[config.mk]
export PLATFORM = sky130hd
export DESIGN_NAME = memory_arbiter
export DESIGN_NICKNAME = d
export VERILOG_FILES = /design/src/rtl/mem_arb_pkg.sv /design/src/rtl/mem_arb_rr.sv /design/src/rtl/memory_arbiter.sv
export SDC_FILE = /design/constraint.sdc
export NUM_CORES = 1
export LEC_CHECK = 0
export ABC_AREA = 1
export ABC_CLOCK_PERIOD_IN_PS = 1100
export CAP_MARGIN = 20
export CORE_MARGIN = 3
export CORE_UTILIZATION = 30
export CTS_CLUSTER_DIAMETER = 40
export DETAILED_ROUTE_END_ITERATION = 7
export GPL_ROUTABILITY_DRIVEN = 0
export GPL_TIMING_DRIVEN = 0
export PLACE_DENSITY = 0.76
export SYNTH_ARGS = -nofsm -noshare
export SYNTH_HDL_FRONTEND = slang
export SYNTH_SLANG_ARGS = --single-unit
[constraint.sdc]
create_clock -name clk -period 1.1 [get_ports clk]
set_input_delay 0.11 -clock clk [delete_from_list [all_inputs] [get_ports clk]]
set_output_delay 0.11 -clock clk [all_outputs]
set_load 0.1 [all_outputs]
[src/rtl/mem_arb_pkg.sv]
// rtl/mem_arb_pkg.sv - shared state encoding and port indices for the memory arbiter
package mem_arb_pkg;

    typedef enum logic [2:0] {
        ST_IDLE,
        ST_MAR,
        ST_WMDR,
        ST_WRAM,
        ST_RRAM,
        ST_RMDR,
        ST_ACK
    } state_t;

    localparam int PORT_CPU = 0;
    localparam int PORT_DMA = 1;

    function automatic logic [1:0] port_onehot(input logic port);
        return port ? 2'b10 : 2'b01;
    endfunction

endpackage

[src/rtl/mem_arb_rr.sv]
// rtl/mem_arb_rr.sv - two-way round-robin pick; a tie goes to the port not granted last
module mem_arb_rr
    import mem_arb_pkg::*;
(
    input  logic [1:0] req,
    input  logic       last,
    output logic [1:0] grant
);

    always_comb begin
        grant = 2'b00;
        if (req == 2'b11) begin
            grant = (last == 1'(PORT_DMA)) ? 2'b01 : 2'b10;
        end else begin
            grant = req;
        end
    end

endmodule

[src/rtl/memory_arbiter.sv]
// rtl/memory_arbiter.sv - two-port arbiter sequencing MAR/MDR/RAM strobes onto a shared bus
module memory_arbiter
    import mem_arb_pkg::*;
#(
    parameter int ADDR_W = 16,
    parameter int DATA_W = 8
) (
    input  logic              clk,
    input  logic              reset,
    input  logic [1:0]        req,
    input  logic [1:0]        we,
    input  logic [ADDR_W-1:0] addr0,
    input  logic [ADDR_W-1:0] addr1,
    input  logic [DATA_W-1:0] wdata0,
    input  logic [DATA_W-1:0] wdata1,
    input  logic              hold,
    output logic [1:0]        gnt,
    output logic [1:0]        ack,
    output logic [DATA_W-1:0] rdata,
    output logic              busy,
    output logic              set_mar,
    output logic              write_m,
    output logic              read_m,
    output logic              write_r,
    output logic              read_r,
    output logic [ADDR_W-1:0] bus_out,
    output logic              bus_oe,
    input  logic [ADDR_W-1:0] bus_in
);

    state_t              state_q, state_d;
    logic [1:0]          gnt_q, ack_q;
    logic [DATA_W-1:0]   rdata_q;
    logic                busy_q, bus_oe_q;
    logic                set_mar_q, write_m_q, read_m_q, write_r_q, read_r_q;
    logic                owner_q, dir_q, last_q;
    logic [1:0]          rr_grant;
    logic                rr_port;
    logic                start;
    logic                unused_bus_hi;

    assign unused_bus_hi = ^bus_in[ADDR_W-1:DATA_W];

    mem_arb_rr u_rr (
        .req   (req),
        .last  (last_q),
        .grant (rr_grant)
    );

    assign rr_port = rr_grant[PORT_DMA];
    assign start   = (state_q == ST_IDLE) && !hold && (req != 2'b00);

    always_comb begin
        state_d = state_q;
        case (state_q)
            ST_IDLE: if (start) state_d = ST_MAR;
            ST_MAR:  state_d = dir_q ? ST_WMDR : ST_RRAM;
            ST_WMDR: state_d = ST_WRAM;
            ST_WRAM: state_d = ST_ACK;
            ST_RRAM: state_d = ST_RMDR;
            ST_RMDR: state_d = ST_ACK;
            ST_ACK:  state_d = ST_IDLE;
            default: state_d = ST_IDLE;
        endcase
    end

    // Strobes are decoded from the next state so they line up with state_q
    always_ff @(posedge clk or negedge reset) begin
        if (!reset) begin
            state_q   <= ST_IDLE;
            gnt_q     <= 2'b00;
            ack_q     <= 2'b00;
            rdata_q   <= '0;
            busy_q    <= 1'b0;
            bus_oe_q  <= 1'b0;
            set_mar_q <= 1'b0;
            write_m_q <= 1'b0;
            read_m_q  <= 1'b0;
            write_r_q <= 1'b0;
            read_r_q  <= 1'b0;
            owner_q   <= 1'b0;
            dir_q     <= 1'b0;
            last_q    <= 1'(PORT_DMA);
        end else begin
            state_q   <= state_d;
            busy_q    <= (state_d != ST_IDLE);
            bus_oe_q  <= (state_d == ST_MAR) || (state_d == ST_WMDR);
            set_mar_q <= (state_d == ST_MAR);
            write_m_q <= (state_d == ST_WMDR);
            write_r_q <= (state_d == ST_WRAM);
            read_r_q  <= (state_d == ST_RRAM);
            read_m_q  <= (state_d == ST_RMDR);
            ack_q     <= (state_d == ST_ACK) ? port_onehot(owner_q) : 2'b00;
            if (start) begin
                gnt_q   <= rr_grant;
                owner_q <= rr_port;
                last_q  <= rr_port;
                dir_q   <= we[rr_port];
            end else if (state_d == ST_ACK) begin
                gnt_q   <= 2'b00;
            end
            if (state_q == ST_RMDR) begin
                rdata_q <= bus_in[DATA_W-1:0];
            end
        end
    end

    // Address and write data are taken live from the owning port
    always_comb begin
        bus_out = '0;
        case (state_q)
            ST_MAR:  bus_out = owner_q ? addr1 : addr0;
            ST_WMDR: bus_out = ADDR_W'(owner_q ? wdata1 : wdata0);
            default: bus_out = '0;
        endcase
    end

    assign gnt     = gnt_q;
    assign ack     = ack_q;
    assign rdata   = rdata_q;
    assign busy    = busy_q;
    assign bus_oe  = bus_oe_q;
    assign set_mar = set_mar_q;
    assign write_m = write_m_q;
    assign read_m  = read_m_q;
    assign write_r = write_r_q;
    assign read_r  = read_r_q;

endmodule

## Word level (Yosys, flattened, before mapping)

Cells that the tools add are included.
Widths: inputs -> output; s select.

| cells by class | value |
|---|---|
| magnitude comparators | 1 |
| muxes and demuxes | 14 |
| reduce and logical (&&, ||, !) cells | 9 |
| equal/unequal tests | 12 |

Operators with widths:

| cell | number |
|---|---|
| $pmux 16 s2 | 1 |
| $mux 16 | 1 |
| $eq 3x3->1 const B | 5 |
| $pmux 3 s5 | 1 |
| $eq 3x2->1 const B | 4 |
| $mux 2 | 6 |
| $mux 8 | 1 |
| $eq 3x1->1 const B | 2 |
| $mux 3 | 2 |
| $reduce_bool 2->1 | 2 |
| $logic_not 3->1 | 1 |
| $reduce_bool 3->1 | 1 |
| $eq 2x2->1 const B | 1 |
| $logic_and 1x1->1 | 2 |
| $lt 1x2->1 const B | 1 |
| $mux 1 | 2 |
| $reduce_or 2->1 | 1 |
| $logic_not 1->1 | 1 |
| $logic_or 1x1->1 | 1 |

| word-level totals | value |
|---|---|
| input port bits | 71 |
| word-level logic and storage cells | 50 |
| register bits after elaboration | 25 |

## Depth between registers and ports, before layout

| logic depth | value |
|---|---|
| word-level depth | 8 |
| depth in mapped cells | 7 |

## Hierarchy

A second synthesis with hierarchy kept.

| unflattened totals | value |
|---|---|
| cell total of the unflattened synthesis | 221 |
| area, all modules | 1438.9 sq um |

By module, submodules not included:

| module | cells each | instances | area an instance (sq um) | sequential area each (sq um) |
|---|---|---|---|---|
| memory_arbiter | 216 | 1 | 1417.6 | 626.9 |
| mem_arb_rr | 5 | 1 | 21.3 | 0.0 |

## Least setup slack after synthesis

Ideal clock, no wire load.

| timing path | value |
|---|---|
| path type | reg2out |
| start | register state_q[2] |
| end | output bus_out[10] |
| path slack | -1.321 ns |
| arrival time | 2.311 ns |
| cell stages (with the launch flop) | 6 |
| path through | dfrtp_1 > inv_1 > nand2_1 > nor2_4 > inv_2 > a21oi_1 |

| on the way | value |
|---|---|
| cells in the longest elaborated chain, start to end | 2 |
| elaborated cells between the ends (all ways) | 3 |
| those cells by class | eq/ne (2); mux (1) |

Ends and longest elaborated chain:

| what | line | source |
|---|---|---|
| from (decl) | memory_arbiter.sv:31 | `state_t state_q, state_d;` |
| from (signal assigned) | memory_arbiter.sv:85 | `state_q <= state_d;` |
| $eq 3x2->1 / $eq 3x1->1 (equally long branches) | memory_arbiter.sv:111 | `case (state_q)` |
| $pmux 16 s2 * | memory_arbiter.sv:111 |  |
| to (decl) | memory_arbiter.sv:26 | `output logic [ADDR_W-1:0] bus_out,` |

Mark *: on every way between the ends. The rest lies on a longest branch, timed or not.

## Worst setup path in the final report

| timing path | value |
|---|---|
| start | register state_q[2] |
| end | output bus_out[5] |

The elaborated chain is that of the path after synthesis.

==> impl_metrics.py <==
metrics = {
    "route": {
        "route.detailed.wl_per_inst_um": 15.7,
        "ant_nets": 0,
        "vias_per_cell": 4.72,
        "num_vias": 1854,
        "detailedRoute.firstPassIterationCount": 4,
        "drt_wl_total_mm": 6.18,
        "detailedRoute.firstIterationViolations": 49,
        "drc": 0,
    },
    "global_routing": {
        "grt.overflow.total": 0,
        "grt_util_met2": 0.382,
        "grt.busiest_layer": "met2",
        "grt_pass1_wl_mm": 8.70,
        "grt_start_max_net_pins": 26,
        "first_global_vias": 1857,
        "global_route.usage.met1": 0.232,
        "grt.met3_usage": 0.0324,
        "number_of_antenna_violations_at_the_first_check_in_global_routing": 0,
        "grtUsageTotal": 0.203,
    },
    "final_layout": {
        "area_delta_synth_final_pct": 140,
        "multiInputGateArea_um2": 1120,
        "drive_gt1_frac": 0.440,
        "finalCoreUtilization": 0.760,
        "num_antenna_cells": 0,
        "final_area_um2": 3380,
        "final_net_count": 413,
        "fillCellCount": 277,
        "register_area_um2": 642,
    },
    "yosys": {
        "async_reset_ff_frac": 1.00,
        "yosys_register_bits": 25,
        "synth_seq_area_share": 0.447,
        "synth.largest_area_cell": "sky130_fd_sc_hd__dfrtp_1",
        "yosys.cell_count.top_type": "sky130_fd_sc_hd__nand2_1",
        "ys.warnings.count": 0,
        "postSynthNetCount": 284,
        "yosysUniqueCellTypes": 16,
        "synthFlopType": "sky130_fd_sc_hd__dfrtp_1",
        "synth-edff-count": 0,
        "synth_top_area_share": 0.428,
        "synth.area.top_cells": "sky130_fd_sc_hd__dfrtp_1 43%, sky130_fd_sc_hd__nand2_1 35%, sky130_fd_sc_hd__nor2_1 3.2%, sky130_fd_sc_hd__inv_1 2.9%, sky130_fd_sc_hd__a21oi_1 2.9%",
        "mappedNetlistArea_um2": 1400,
        "synthesis.instances": 213,
        "post_synth.cell_area_avg_um2": 6.59,
        "synth_common_cells": "131 x sky130_fd_sc_hd__nand2_1, 24 x sky130_fd_sc_hd__dfrtp_1, 12 x sky130_fd_sc_hd__nor2_1",
    },
    "cts": {
        "clock_tree_from_tritoncts": "done",
        "numCtsBuffers": 3,
        "clk_path_buf_depth": 2,
        "cts.sinks": 25,
        "clkSlewWorstSetupHoldPaths_ps": 80,
        "insertion_delay_of_the_later_clocked_pin_in_the_worst_skew_pair_ps": 260,
        "cts_root_buf": "sky130_fd_sc_hd__clkbuf_8",
        "htree_num_levels": 1,
    },
    "timing": {
        "report.final.setup_viol": 40,
        "slew_headroom": 0.668,
        "tightest_slew_ps": 498,
        "tns_ps": -11940,
        "final.min_clock_period_ps": 1650,
        "maxClockFrequency_mhz": 608,
        "slew_violations": 0,
        "setup_slack_of_the_critical_path_after_layout_ps": -545,
        "rsz0062_at_grt": "yes",
        "hold_viol_final": 0,
        "clock-skew-final_ps": 5.18,
        "min_period_over_period": 1.50,
    },
    "hold_path": {
        "hold_sp": "bus_in[5]",
        "timing.hold.worst.class": "input port to flip-flop",
        "holdPathEnd": "rdata[5]",
        "min_path_cells": 3,
    },
    "setup_path": {
        "regToRegEndpoint": "dir_q",
        "timing.critical_path.max_delay_family": "flip-flops",
        "critical_path_peak_fanout": 5,
        "rrSetupSlack_ps": -270,
        "critical_path_buf_inv_count": 3,
        "worstReg2RegStart": "state_q[2]",
        "category_of_the_critical_setup_timing_path": "flip-flop to output pin",
        "timing.critical_path.from_type": "flip-flop",
        "critPathRequiredTime_ps": 990,
        "worstSetupPathDepth": 7,
        "crit_path_start": "state_q[2]",
        "crit_path_top_delay_cell": "sky130_fd_sc_hd__dfrtp_2",
        "cp_slowest_stage_delay_ps": 430,
        "arrival_ps": 1540,
        "crit_chain": "buf_4 > nor2_4 > nand2_4 > inv_8 > nand2_2 > nand2_8 > buf_12",
        "endpoint_kind": "output pin",
        "worst_r2r_path_depth": 6,
    },
    "floorplan": {
        "die_width_um": 74.4,
        "die_area_um2": 5540,
        "core_region_area_um2": 4440,
        "io-pin-count": 106,
        "placementRows": 24,
        "die-height_um": 74.4,
        "floorplan.initialDensity": 0.316,
    },
    "place": {
        "post-dp-hpwl_mm": 3.65,
        "pre_cts_slack_ps": -1500,
        "detailed_place.area_um2": 2680,
        "portBuffers": 97,
    },
    "status": {
        "run_status": "finished, violations left",
        "failed_checks": "negative setup slack",
    },
    "job": {
        "timing.max_cap.violations": 0,
    },
}
cells by family after synthesis:
family | after synthesis | synth area share
AOI/OAI and AO/OA | 10 | 0.0357
and+or+nand+nor | 158 | 0.455
buffers and inverters | 20 | 0.0633
DFF | 25 | 0.447
layout make-up:
| cell class | instances | share of cell area |
|---|---|---|
| Inverter | 14 | 0.0252 |
| Timing Repair inverter | 2 | 0.00593 |
| Sequential cell | 25 | 0.190 |
| Tap cell | 52 | 0.0193 |
| Multi-Input combinational cell | 168 | 0.331 |
| Buffer | 6 | 0.0189 |
| Timing Repair Buffer | 122 | 0.397 |
| Clock buffer | 4 | 0.0133 |
sequential cells by signal, indices dropped and copies added (netlist names):
| name | cells |
|---|---|
| read_m | 1 |
| write_r | 1 |
| dir_q | 1 |
| ack | 2 |
| set_mar | 1 |
| owner_q | 1 |
| write_m | 1 |
| read_r | 1 |
| state_q | 3 |
| busy | 1 |
| gnt | 2 |
| bus_oe | 1 |
| last_q | 1 |
| rdata | 8 |
tightest hold or removal path, cell delays in order:
cell                              delay (ps)
sky130_fd_sc_hd__clkdlybuf4s50_1         390
sky130_fd_sc_hd__nand2_1                  60
sky130_fd_sc_hd__nand2_1                  40
layout by cell type, fill, tap and decap left out:
cell and n:
sky130_fd_sc_hd__a21oi_4 8, sky130_fd_sc_hd__buf_12 17, sky130_fd_sc_hd__buf_16 1, sky130_fd_sc_hd__buf_4 33, sky130_fd_sc_hd__buf_6 14, sky130_fd_sc_hd__clkbuf_1 1, sky130_fd_sc_hd__clkbuf_8 3, sky130_fd_sc_hd__clkdlybuf4s50_1 61
sky130_fd_sc_hd__dfrtp_1 12, sky130_fd_sc_hd__dfrtp_2 12, sky130_fd_sc_hd__dfstp_2 1, sky130_fd_sc_hd__dlygate4sd2_1 1, sky130_fd_sc_hd__dlygate4sd3_1 1, sky130_fd_sc_hd__inv_1 9, sky130_fd_sc_hd__inv_12 1, sky130_fd_sc_hd__inv_2 1
sky130_fd_sc_hd__inv_6 2, sky130_fd_sc_hd__inv_8 3, sky130_fd_sc_hd__nand2_1 93, sky130_fd_sc_hd__nand2_2 19, sky130_fd_sc_hd__nand2_4 12, sky130_fd_sc_hd__nand2_8 8, sky130_fd_sc_hd__nand3_1 3, sky130_fd_sc_hd__nand3_2 2
sky130_fd_sc_hd__nand3_4 1, sky130_fd_sc_hd__nand4_1 2, sky130_fd_sc_hd__nor2_1 6, sky130_fd_sc_hd__nor2_2 2, sky130_fd_sc_hd__nor2_4 10, sky130_fd_sc_hd__o21ai_0 2
what timing repair did:
item,in CTS,in global routing
pin swaps,17,7
setup endpoints to repair,73,39
cloned,2,1
setup buffers,18,6
hold endpoints to repair,0,7
gates resized for setup,323,29
hold buffers,0,1
worst max-delay path by stage:
stage	slack, ps	endpoint
2_1_floorplan	-440	bus_out[10]
3_3_place_gp	-1450	bus_out[1]
3_5_place_dp	-1500	bus_out[6]
4_1_cts	-480	bus_out[14]
5_1_grt	-600	bus_out[14]
6_report	-550	bus_out[5]
per-stage QoR:
step / hold WS, ps / std cells
final: 373 / 393
after global routing: 373 / 393
after CTS: 185 / 386
after detailed placement: 420 / 362
after global placement: 415 / 362
after floorplan: -186 / 213
per-layer routing:
layer	routed length, µm	vias up
met5	0	-
met4	123	0
met3	306	8
met2	3370	64
met1	2380	880
li1	-	902
Power is left out: the tool's default activity adds up to more than one toggle a clock period on the data nets, which glitch-free logic cannot reach.
